--- config.mk ---
export PLATFORM = sky130hd
export DESIGN_NAME = serial_tx_fifo_flat
export DESIGN_NICKNAME = d
export VERILOG_FILES = /design/src/rtl/serial_pkg.sv /design/src/rtl/serial_tx_fifo_if.sv /design/src/rtl/serial_tx_fifo.sv /design/src/flat_wrapper.sv
export SDC_FILE = /design/constraint.sdc
export NUM_CORES = 1
export LEC_CHECK = 0
export BUFFER_PORTS_ARGS = -buffer_cell sky130_fd_sc_hd__buf_2
export CORE_MARGIN = 8
export CORE_UTILIZATION = 45
export DETAILED_ROUTE_END_ITERATION = 10
export MAX_ROUTING_LAYER = met4
export PLACE_DENSITY_LB_ADDON = 0.25
export SLEW_MARGIN = 20
export SYNTH_ARGS = -nofsm -noshare
export SYNTH_HDL_FRONTEND = slang
export SYNTH_SLANG_ARGS = --single-unit
export TNS_END_PERCENT = 100
--- constraint.sdc ---
create_clock -name iClock -period 4.94 [get_ports iClock]
set_input_delay 0.494 -clock iClock [delete_from_list [all_inputs] [get_ports iClock]]
set_output_delay 0.494 -clock iClock [all_outputs]
set_load 0.005 [all_outputs]
--- src/rtl/serial_pkg.sv ---
// Shared serial-path types: byte type and default buffer depth used by the
// transmitter, the receiver and the transmit FIFO.
package serial_pkg;

    localparam int UartDataWidth    = 8;
    localparam int UartFifoDepthDef = 16;

    typedef logic [UartDataWidth-1:0] uart_byte_t;

endpackage

--- src/rtl/serial_tx_fifo_if.sv ---
// Core-side write strobe plus transmitter-side data/send/ready handshake,
// bundled so the FIFO, its producer and its transmitter share one port.
interface serial_tx_fifo_if
    import serial_pkg::*;
#(
    parameter int Depth = UartFifoDepthDef
);
    localparam int CountWidth = $clog2(Depth) + 1;

    logic                  iWrite;
    uart_byte_t            iData;
    logic                  oFull;
    logic [CountWidth-1:0] oCount;
    logic                  oOverflow;
    uart_byte_t            oData;
    logic                  oSend;
    logic                  iReady;

    // FIFO side
    modport slave (
        input  iWrite, iData, iReady,
        output oFull, oCount, oOverflow, oData, oSend
    );

    // Producer / transmitter side
    modport master (
        output iWrite, iData, iReady,
        input  oFull, oCount, oOverflow, oData, oSend
    );
endinterface

--- src/rtl/serial_tx_fifo.sv ---
// First-word-fall-through byte queue feeding the serial transmitter. Every
// output is derived from registered state, so nothing combinational runs
// from iWrite or iReady to the outputs.
module serial_tx_fifo
    import serial_pkg::*;
#(
    parameter int Depth = UartFifoDepthDef
) (
    input  logic             iClock,
    input  logic             iReset,
    serial_tx_fifo_if.slave  bus
);
    localparam int PtrWidth   = $clog2(Depth);
    localparam int CountWidth = PtrWidth + 1;
    localparam logic [CountWidth-1:0] FullCount = CountWidth'(Depth);

    uart_byte_t            mem [Depth];
    logic [PtrWidth-1:0]   wr_ptr;
    logic [PtrWidth-1:0]   rd_ptr;
    logic [CountWidth-1:0] count;
    logic                  overflow;
    logic                  full;
    logic                  send;
    logic                  push;
    logic                  pop;

    // Full/empty come from the count, never from pointer equality.
    assign full = (count == FullCount);
    assign send = (count != '0);

    // A write while full is dropped even if a pop happens on the same edge.
    assign push = bus.iWrite & ~full;
    assign pop  = send & bus.iReady;

    // Pointer, count and sticky overflow state; reset discards the queue.
    always_ff @(posedge iClock) begin
        if (iReset) begin
            wr_ptr   <= '0;
            rd_ptr   <= '0;
            count    <= '0;
            overflow <= 1'b0;
        end else begin
            if (push) wr_ptr <= wr_ptr + 1'b1;
            if (pop)  rd_ptr <= rd_ptr + 1'b1;
            case ({push, pop})
                2'b10:   count <= count + 1'b1;
                2'b01:   count <= count - 1'b1;
                default: count <= count;
            endcase
            if (bus.iWrite && full) overflow <= 1'b1;
        end
    end

    // Storage write port; contents need no reset.
    always_ff @(posedge iClock) begin
        if (push) mem[wr_ptr] <= bus.iData;
    end

    assign bus.oData     = mem[rd_ptr];
    assign bus.oSend     = send;
    assign bus.oFull     = full;
    assign bus.oCount    = count;
    assign bus.oOverflow = overflow;

endmodule

--- src/flat_wrapper.sv ---
// flat-port wrapper written by rule: the top's interface ports become plain ports
module serial_tx_fifo_flat import serial_pkg::*;
#(
    parameter int Depth = UartFifoDepthDef
)
  (iClock, iReset, bus_iWrite, bus_iData, bus_iReady, bus_oFull, bus_oCount, bus_oOverflow, bus_oData, bus_oSend);
  serial_tx_fifo_if #(.Depth(Depth)) bus_i ();
  input  logic iClock;
  input  logic iReset;
  input wire logic [$bits(bus_i.iWrite)-1:0] bus_iWrite;
  input wire logic [$bits(bus_i.iData)-1:0] bus_iData;
  input wire logic [$bits(bus_i.iReady)-1:0] bus_iReady;
  output wire logic [$bits(bus_i.oFull)-1:0] bus_oFull;
  output wire logic [$bits(bus_i.oCount)-1:0] bus_oCount;
  output wire logic [$bits(bus_i.oOverflow)-1:0] bus_oOverflow;
  output wire logic [$bits(bus_i.oData)-1:0] bus_oData;
  output wire logic [$bits(bus_i.oSend)-1:0] bus_oSend;
  assign bus_i.iWrite = bus_iWrite;
  assign bus_i.iData = bus_iData;
  assign bus_i.iReady = bus_iReady;
  assign bus_oFull = bus_i.oFull;
  assign bus_oCount = bus_i.oCount;
  assign bus_oOverflow = bus_i.oOverflow;
  assign bus_oData = bus_i.oData;
  assign bus_oSend = bus_i.oSend;
  serial_tx_fifo #(.Depth(Depth)) u_core (.iClock(iClock), .iReset(iReset), .bus(bus_i));
endmodule
==> results of run 1 <==
## flip-flops by register name (all words and copies together) (netlist names), named ones only
name and count:
u_core.mem 128, u_core.bus.oCount 5, u_core.rd_ptr 4, u_core.wr_ptr 4, u_core.bus.oOverflow 1
## worst max-delay path by stage
stage,start,to,slack (ps)
2_1_floorplan,u_core.bus.oCount[1],u_core.bus.oCount[4],2120
4_1_cts,register,bus_oData[5],1490
3_5_place_dp,u_core.bus.oCount[0],u_core.bus.oCount[4],1910
6_report,register,bus_oData[3],1570
5_1_grt,register,bus_oData[5],1390
3_3_place_gp,u_core.bus.oCount[0],u_core.bus.oCount[4],1920
## placed cells by master (no fill, tap or decap), types with 3 or more instances in the layout
master and n:
clkinv_2 3, inv_1 7, dfxtp_1 16, ha_1 8
clkbuf_16 20, buf_2 27, mux2i_1 3, a21oi_1 3
xor2_1 9, mux4_2 26, o211ai_1 3, mux4_1 14
nor2_1 28, nor3_2 4, clkbuf_8 3, nand2_1 6
edfxtp_1 128, clkbuf_1 3
## metrics by stage
step | util | power [W] | instance area [µm²] | hold WS, ps | setup WS, ps
3_3_place_gp | 0.473 | 0.00200 | 6160 | 442 | 1920
3_5_place_dp | 0.473 | 0.00201 | 6160 | 457 | 1910
5_1_grt | 0.518 | 0.00334 | 6760 | 389 | 1390
6_report | 0.518 | 0.00322 | 6760 | 398 | 1570
2_1_floorplan | - | 0.00186 | 5900 | 460 | 2120
4_1_cts | 0.518 | 0.00324 | 6750 | 384 | 1490
## report_power, final
part / switching [W] / internal (W)
Clock: 0.000467 / 0.000772
Sequential: 0.0000889 / 0.00140
Combinational: 0.000235 / 0.000254
Total: 0.000792 / 0.00242
## per-layer routing
| metal | vias up | track usage |
|---|---|---|
| met5 | - | - |
| met4 | 0 | 0.0527 |
| met3 | 11 | 0.0337 |
| met2 | 46 | 0.215 |
| met1 | 1461 | 0.183 |
| li1 | 1267 | - |
## logic make-up (layout without fill, tap and decap cells)
group,after synthesis,count (layout)
fa+ha+maj,8,8
mux,45,45
compound gates,15,15
simple gates,51,51
flops,146,146
xor+xnor,10,10
buf+inv,24,68
## final cells by class
class                      instances  area, µm²  share of cell area
clock inverter                     6       36.3             0.00537
timing repair buffer              29        150              0.0222
clock buffer                      26        553              0.0819
tap                              176        220              0.0326
inverter                           7       26.3             0.00389
sequential                       146       4210               0.623
multi-input combinational        129       1560               0.231
## tightest hold or removal path, stage by stage
cell     delay (ps)
buf_2           130
a21oi_1          70
nor2_1           70
==> metrics.yaml, run 1 <==
drt:
  m1WireLength_mm: 5.08
  post_drt_wl_per_cell_um: 20.7
  antenna_left: 0
  route.detailed.drc: 0
  via_count: 2785
  drtIter0Drc: 219
  routed.top_layer: "met4"
  wl_met2_mm: 5.16
  vias_per_cell: 5.37
  wl_mm: 10.7
  dr_wl_met3_um: 376
  dr.pass1.iters: 6
sta:
  setup_violations: 0
  fin_crit_sh: 0.683
  hold_violations: 0
  fin_skew_ps: 6.27
  max_slew_margin: 0.388
  slew_violations: 0
  fmax_mhz: 296
  rsz0062_at_grt: "no"
  timing.setup.tns_ps: 0
  worstMarginPinSlew_ps: 913
  period_needed_ps: 3370
die:
  coreArea_um2: 13000
  die_h_um: 130
  rows: 42
  dieWidth_um: 130
  dieArea_um2: 17000
  io_pins: 28
  start_util: 0.452
clock_network:
  cts_setup_buffers: 0
  cts-root-buf: "clkbuf_16"
  clock_latency_ps: 410
  cts_tree: "built"
  clkTransAtPathRegs_ps: 60
  cts_sinks: 146
  cts_max_level: 4
  clk_path_buf_depth: 2
  post_cts_resize_count: 0
  ctsHoldBuffers: 0
  cts_buffers: 17
place:
  dp_cells: 487
  place_congestion: 0.737
  place_hpwl_mm: 7.23
  numPortBuffers: 27
yosys:
  synthesis.area_um2: 5900
  synthAdderAreaFrac: 0.0170
  syn_avg_cell_area_um2: 19.7
  synth_top_family_by_area: "multiplexers"
  syn-instance-count: 299
  synth-simple-area-share: 0.0390
  synth_most_common_cell: "edfxtp_1"
  synth_edf_count: 128
  muxShareOfSynthArea: 0.171
  netlist_top_cells_count: "128 x edfxtp_1, 28 x nor2_1, 26 x mux4_2, 18 x dfxtp_1, 14 x mux4_1"
  synth_xor_area_frac: 0.0149
  yosys_most_used_dff: "edfxtp_1"
  synth_top_area_frac: 0.652
  synth_area_leaders: "edfxtp_1 65%, mux4_2 9.9%, mux4_1 6.2%"
  yosysWarnings: 0
  synth_seq_area_share: 0.713
  ys_ff_latch: 146
  syn-num-nets: 319
  synth_top_cell_by_area: "edfxtp_1"
  ys_async_sr_fraction: 0
  ys_types: 40
  synth_compound_area_frac: 0.0202
setup_path:
  cp_max_fo: 25
  start_kind: "register"
  r2r_start: "u_core.bus.oCount[0]"
  max_stage_delay_ps: 900
  path_buf_inv: 2
  cp_data_required_time_ps: 4450
  worstSetupPathType: "register to output pin"
  reg2reg_to: "u_core.bus.oCount[4]"
  cp_top_family: "multiplexers"
  r2r_cells: 10
  r2r_setup_slack_ps: 1920
  worstPathArrival_ps: 2880
  cp_cell_sequence: "buf_4 > mux4_1 > mux4_2 > buf_2"
  critPathSlowestCell: "dfxtp_2"
  endpoint_kind: "output pin"
  crit_cells: 4
cells_and_area:
  final_nets: 350
  drive_gt1_frac: 0.274
  fillCellCount: 1072
  diodes: 0
  syn_to_final_growth_pct: 14.6
  finalNonFillerCells: 519
min_path:
  holdPathEnd: "u_core.bus.oOverflow"
  hp-class: "primary input to register"
  holdCritStartpoint: "bus_iWrite"
  hold_depth: 3
power_and_ir_drop:
  ir_drop_mv: 0.247
  p_leak_nw: 2.28
  power.density_nw_per_um2: 476
global_route:
  grt_max_degree: 26
  grt_pass1_wl_mm: 16.7
  grt_pass1_vias: 2855
  antenna_found_initial: 0
  grt_usage: 0.141
  gr-total-overflow: 0
run:
  drv_cap: 0
run_status:
  outcome: "finished clean"
No activity file was read; power rests on OpenSTA's default activity.
==> inputs of run 2 (changes only) <==
- ABC_AREA: not set -> 1
- clock period: 4.94 -> 3.5 ns (I/O delays scaled with it)
==> metrics.yaml, run 2 <==
yosys:
  synth_top_cell_by_area: "edfxtp_1"
  synth_edf_count: 128  # unchanged
  yosys_most_used_dff: "edfxtp_1"
  ys_async_sr_fraction: 0  # unchanged
  ys_types: 23  # -43%
  synth_top_area_frac: 0.617  # -0.0348
  netlist_top_cells_count: "128 x edfxtp_1, 88 x inv_1, 68 x nand2_1, 55 x nand3_1, 45 x a21oi_1"
  syn-num-nets: 568  # +78%
  synthesis.area_um2: 6230  # +5.6%
  synth_most_common_cell: "edfxtp_1"
  synth_area_leaders: "edfxtp_1 62%, dfxtp_1 5.8%, inv_1 5.3%"
  syn_avg_cell_area_um2: 11.4  # -42%
  synth_seq_area_share: 0.675  # -0.0381
  yosysWarnings: 0  # unchanged
  syn-instance-count: 548  # +83%
  ys_ff_latch: 146  # unchanged
die:
  io_pins: 28  # unchanged
  coreArea_um2: 13700  # +5.3%
  rows: 43  # +2.4%
  start_util: 0.454  # +0.00160
  dieWidth_um: 134  # +2.4%
  die_h_um: 134  # +2.4%
  dieArea_um2: 17900  # +4.9%
clock_network:
  cts_tree: "built"
  clock_latency_ps: 420  # about the same
  ctsHoldBuffers: 0  # unchanged
  cts_sinks: 146  # unchanged
  clk_path_buf_depth: 2  # unchanged
  clkTransAtPathRegs_ps: 60  # about the same
  cts-root-buf: "clkbuf_16"
  cts_max_level: 4  # unchanged
  cts_setup_buffers: 0  # unchanged
  post_cts_resize_count: 0  # unchanged
  cts_buffers: 17  # unchanged
setup_path:
  r2r_cells: 16  # +6
  cp_top_family: "flip-flops"
  path_buf_inv: 2  # unchanged
  cp_max_fo: 49  # +96%
  r2r_start: "u_core.bus.oCount[3]"
  r2r_setup_slack_ps: 1190  # -730 ps
  worstSetupPathType: "register to output pin"
  cp_data_required_time_ps: 3150  # -1300 ps
  endpoint_kind: "output pin"
  cp_cell_sequence: "buf_4 > nand2_1 > o211ai_1 > nand3_1 > nand3_1 > nand2_1 > buf_2"
  max_stage_delay_ps: 690  # -210 ps
  worstPathArrival_ps: 2230  # -650 ps
  reg2reg_to: "u_core.bus.oCount[4]"
  critPathSlowestCell: "dfxtp_4"
  start_kind: "register"
sta:
  setup_violations: 0  # unchanged
  fin_skew_ps: 4.80  # -1.47 ps
  hold_violations: 0  # unchanged
  max_slew_margin: 0.348  # -0.0399
  fmax_mhz: 388
  slew_violations: 0  # unchanged
  period_needed_ps: 2580
  rsz0062_at_grt: "no"
  fin_crit_sh: 0.736
  worstMarginPinSlew_ps: 974  # +61.2 ps
  timing.setup.tns_ps: 0  # unchanged
place:
  place_congestion: 0.900  # +22%
  dp_cells: 733  # +51%
  place_hpwl_mm: 8.46  # +17%
  placed_cell_area_um2: 6490  # +5.3%
  numPortBuffers: 27  # unchanged
cells_and_area:
  syn_to_final_growth_pct: 13.8
  top_register: "u_core.mem"
  layout_common_cells: "128 x edfxtp_1, 88 x inv_1, 68 x nand2_1"
  regArea_um2: 4210  # about the same
  largest_register_ffs: 128  # unchanged
  finalNonFillerCells: 766  # +48%
  fillCellCount: 1205  # +12%
  drive_gt1_frac: 0.126  # -0.148
  layout_commonest_cell: "edfxtp_1"
  final_area_um2: 7090  # +5.0%
  multi_input_area_um2: 1540  # -1.4%
  final_nets: 592  # +69%
global_route:
  grt_usage: 0.158  # +0.0170
  gr-total-overflow: 0  # unchanged
  grt_max_degree: 50  # +92%
  grt_pass1_wl_mm: 20.9  # +25%
  antenna_found_initial: 1  # +1
  grt_pass1_vias: 3987  # +40%
drt:
  post_drt_wl_per_cell_um: 17.2  # -17%
  drtIter0Drc: 368  # +68%
  via_count: 3988  # +43%
  route.detailed.drc: 0  # unchanged
  dr.pass1.iters: 5  # -1
  vias_per_cell: 5.21  # -3.0%
  wl_mm: 13.2  # +23%
  antenna_left: 0  # unchanged
power_and_ir_drop:
  power.density_nw_per_um2: 704  # +48%
  p_leak_nw: 2.68  # +18%
  ir_drop_mv: 0.408  # +65%
min_path:
  hp-class: "primary input to register"
  hold_depth: 3  # unchanged
  holdCritStartpoint: "bus_iWrite"
  holdPathEnd: "u_core.bus.oOverflow"
run:
  drv_cap: 0  # unchanged
run_status:
  outcome: "finished clean"
## run 2: changes by cell type in the layout (fill, tap and decap cells not counted), sizes merged, moves of 4 or more
cell,change
inv,+79
nand2,+63
nand3,+53
a21oi,+42
mux4,-40
o21ai,+39
o211ai,+28
clkbuf,-7
nor3,-5
bufinv,+4
xor2,-4
## run 2: cell families (layout without fill, tap and decap cells)
kind of cell | count (synthesis) | in the layout | synth area share
AND/OR/NAND/NOR | 155 | 155 | 0.107
flip-flops | 146 | 146 | 0.675
AO/OA/AOI/OAI | 118 | 118 | 0.116
buffers and inverters | 115 | 152 | 0.0779
adder cells (fa/ha/maj) | 8 | 8 | 0.0161
XOR/XNOR | 6 | 6 | 0.00844
other | 0 | 1 | 0
## run 2: through the flow
step | setup slack (ps) | hold WS [ps] | power (W) | utilization
finish | 924 | 204 | 0.00499 | 0.517
global route | 710 | 213 | 0.00523 | 0.517
CTS | 919 | 194 | 0.00502 | 0.517
detailed placement | 1260 | 460 | 0.00317 | 0.473
global placement | 1350 | 445 | 0.00314 | 0.473
floorplan | 1430 | 449 | 0.00288 | -
## run 2: layer usage
layer  part of all wire  GRT usage
met5                  0          -
met3              0.055     0.0441
met2               0.50      0.251
met1               0.43      0.189
met4              0.016     0.0593
## run 2: worst max path at each step
stage	depth (start not counted)	start	to	slack, ps
floorplan	17	u_core.bus.oCount[3]	u_core.bus.oCount[4]	1430
global placement	16	u_core.bus.oCount[3]	u_core.bus.oCount[4]	1350
detailed placement	16	u_core.bus.oCount[3]	u_core.bus.oCount[4]	1260
CTS	7	register	bus_oData[1]	920
global route	7	register	bus_oData[1]	710
finish	7	register	bus_oData[1]	920
## run 2: area by class of cell
type / instances / share of cell area
multi-input cells: 287 / 0.217
repair buffers: 32 / 0.0261
diodes: 1 / 0.000353
inverters: 88 / 0.0466
flip-flops and latches: 146 / 0.594
well taps: 180 / 0.0318
clock buffers: 19 / 0.0610
clock inverters: 13 / 0.0235
## run 2: worst min-delay path: cells and delay by family
family	cells	cell delay (ps)
buffers and inverters	1	100
AND/OR/NAND/NOR	1	70
AO/OA/AOI/OAI	1	60
## run 2: power by group
| part | leakage, nW | internal, W | switching [W] |
|---|---|---|---|
| logic | 1.09 | 0.000388 | 0.000605 |
| registers | 1.30 | 0.00199 | 0.000152 |
| clock network | 0.289 | 0.00118 | 0.000680 |
| total | 2.68 | 0.00355 | 0.00144 |
==> inputs of run 3 (changes only) <==
- clock period: 3.5 -> 2.4 ns (I/O delays scaled with it)
==> metrics.yaml, run 3 (synthesized netlist as in run 2, its figures left out) <==
run_status:
  outcome: "finished clean"
cells_and_area:
  syn_to_final_growth_pct: 15.7
  multi_input_area_um2: 1550  # +0.32%
  final_nets: 609  # +2.9%
  fillCellCount: 1197  # -0.66%
  largest_register_ffs: 128  # unchanged
  layout_common_cells: "128 x edfxtp_1, 88 x inv_1, 67 x nand2_1"
  layout_commonest_cell: "edfxtp_1"
  drive_gt1_frac: 0.156  # +0.0297
  top_register: "u_core.mem"
  regArea_um2: 4210  # unchanged
place:
  numPortBuffers: 27  # unchanged
  place_hpwl_mm: 8.25  # -2.4%
  place_congestion: 0.822  # -8.7%
  place_ws_ps: 120  # -1140 ps
global_route:
  grt_util_met1: 0.184  # -0.00516
  antenna_found_initial: 1  # unchanged
  grt_usage: 0.152  # -0.00620
  busiest_layer: "met2"
  grt_pass1_wl_mm: 20.5  # -1.9%
  grt_util_met3: 0.0433  # -0.000753
  grt_pass1_vias: 3961  # -0.65%
  met2_usage: 0.242  # -0.00949
  gr-total-overflow: 0  # unchanged
  grt_max_degree: 70  # +40%
setup_path:
  cp_cell_sequence: "buf_12 > nand2_1 > o211ai_1 > nand3_1 > nand3_1 > nand2_1 > buf_2"
  cp_max_fo: 69  # +41%
  worstSetupPathType: "register to output pin"
  worstPathArrival_ps: 1910  # -320 ps
  start_kind: "register"
  endpoint_kind: "output pin"
  cp_top_family: "flip-flops"
  max_stage_delay_ps: 510  # -180 ps
  path_buf_inv: 2  # unchanged
  cp_data_required_time_ps: 2160  # -990 ps
  critPathSlowestCell: "dfxtp_4"
sta:
  rsz0062_at_grt: "no"
  worstMarginPinSlew_ps: 669  # -305 ps
  setup_violations: 0  # unchanged
  slew_violations: 0  # unchanged
  fin_crit_sh: 0.895
  fmax_mhz: 466
  hold_violations: 0  # unchanged
  max_slew_margin: 0.553  # +0.205
  period_needed_ps: 2150
  fin_skew_ps: 11.6  # +6.82 ps
  setup_slack_ps: 252  # -672 ps
  timing.setup.tns_ps: 0  # unchanged
die:
  dieArea_um2: 17900  # unchanged
  io_pins: 28  # unchanged
  dieWidth_um: 134  # unchanged
  rows: 43  # unchanged
  coreArea_um2: 13700  # unchanged
  die_h_um: 134  # unchanged
  start_util: 0.454  # unchanged
drt:
  drtIter0Drc: 297  # -19%
  vias_per_cell: 5.14  # -1.4%
  dr.pass1.iters: 4  # -1
  post_drt_wl_per_cell_um: 16.1  # -6.5%
  wl_mm: 12.6  # -4.5%
  via_count: 4021  # +0.83%
  antenna_left: 0  # unchanged
  route.detailed.drc: 0  # unchanged
clock_network:
  clkTransAtPathRegs_ps: 60  # about the same
  clock_latency_ps: 420  # about the same
  clk_path_buf_depth: 2  # unchanged
  cts_max_level: 4  # unchanged
  cts_buffers: 17  # unchanged
  cts_sinks: 146  # unchanged
  cts_tree: "built"
  cts-root-buf: "clkbuf_16"
power_and_ir_drop:
  power.density_nw_per_um2: 991  # +41%
  ir_drop_mv: 0.473  # +16%
  p_leak_nw: 2.75  # +2.4%
run:
  drv_cap: 0  # unchanged
min_path:
  hp-class: "primary input to register"
## run 3: area by class of cell
cell class | instances | share of cell area
antenna | 1 | 0.000347
sequential | 146 | 0.584
clock inverter | 13 | 0.0189
tap | 180 | 0.0313
multi-input combinational | 287 | 0.214
inverter | 88 | 0.0458
clock buffer | 19 | 0.0601
timing repair buffer | 49 | 0.0451
## run 3: repair_timing
item / CTS / global route
gates resized for setup: 0 / 2
hold buffers: 0 / 0
endpoints found under the hold margin: 0 / 0
buffers inserted: 0 / 1
setup endpoints to repair: 0 / 2
## run 3: worst min-delay path, delay by kind of cell
family | cells | cell delay, ps
AND/OR/NAND/NOR | 1 | 80
AO/OA/AOI/OAI | 1 | 60
buffers and inverters | 1 | 100
## run 3: final timing paths
path,depth (start not counted),start,slack [ps],to
hold reg to reg,2,u_core.bus.oOverflow,480,u_core.bus.oOverflow
hold / removal,3,bus_iWrite,100,u_core.bus.oOverflow
setup reg to reg,16,u_core.bus.oCount[3],280,u_core.bus.oCount[4]
setup / recovery,7,register,250,bus_oData[1]
## run 3: per-layer routing
layer  up-vias  part of all wire
met5         -                 0
met4         0            0.0068
met3         6             0.044
met2        73              0.50
met1      1960              0.45
li1       1982                 -
## run 3: metrics by stage
step	instance area, µm²	hold slack (ps)	std cells	util	power, W
global placement	6620	446	749	0.483	0.00461
CTS	7190	97.4	781	0.524	0.00720
detailed placement	6620	475	749	0.483	0.00466
floorplan	6230	339	548	-	0.00420
finish	7210	103	783	0.525	0.00714
global route	7210	95.5	783	0.525	0.00756
## run 3: report_power, final
part	internal, W	total [W]	leakage, nW	switching, W
clock network	0.00153	0.00254	0.261	0.00101
registers	0.00290	0.00301	1.30	0.000112
logic	0.000603	0.00160	1.18	0.000997
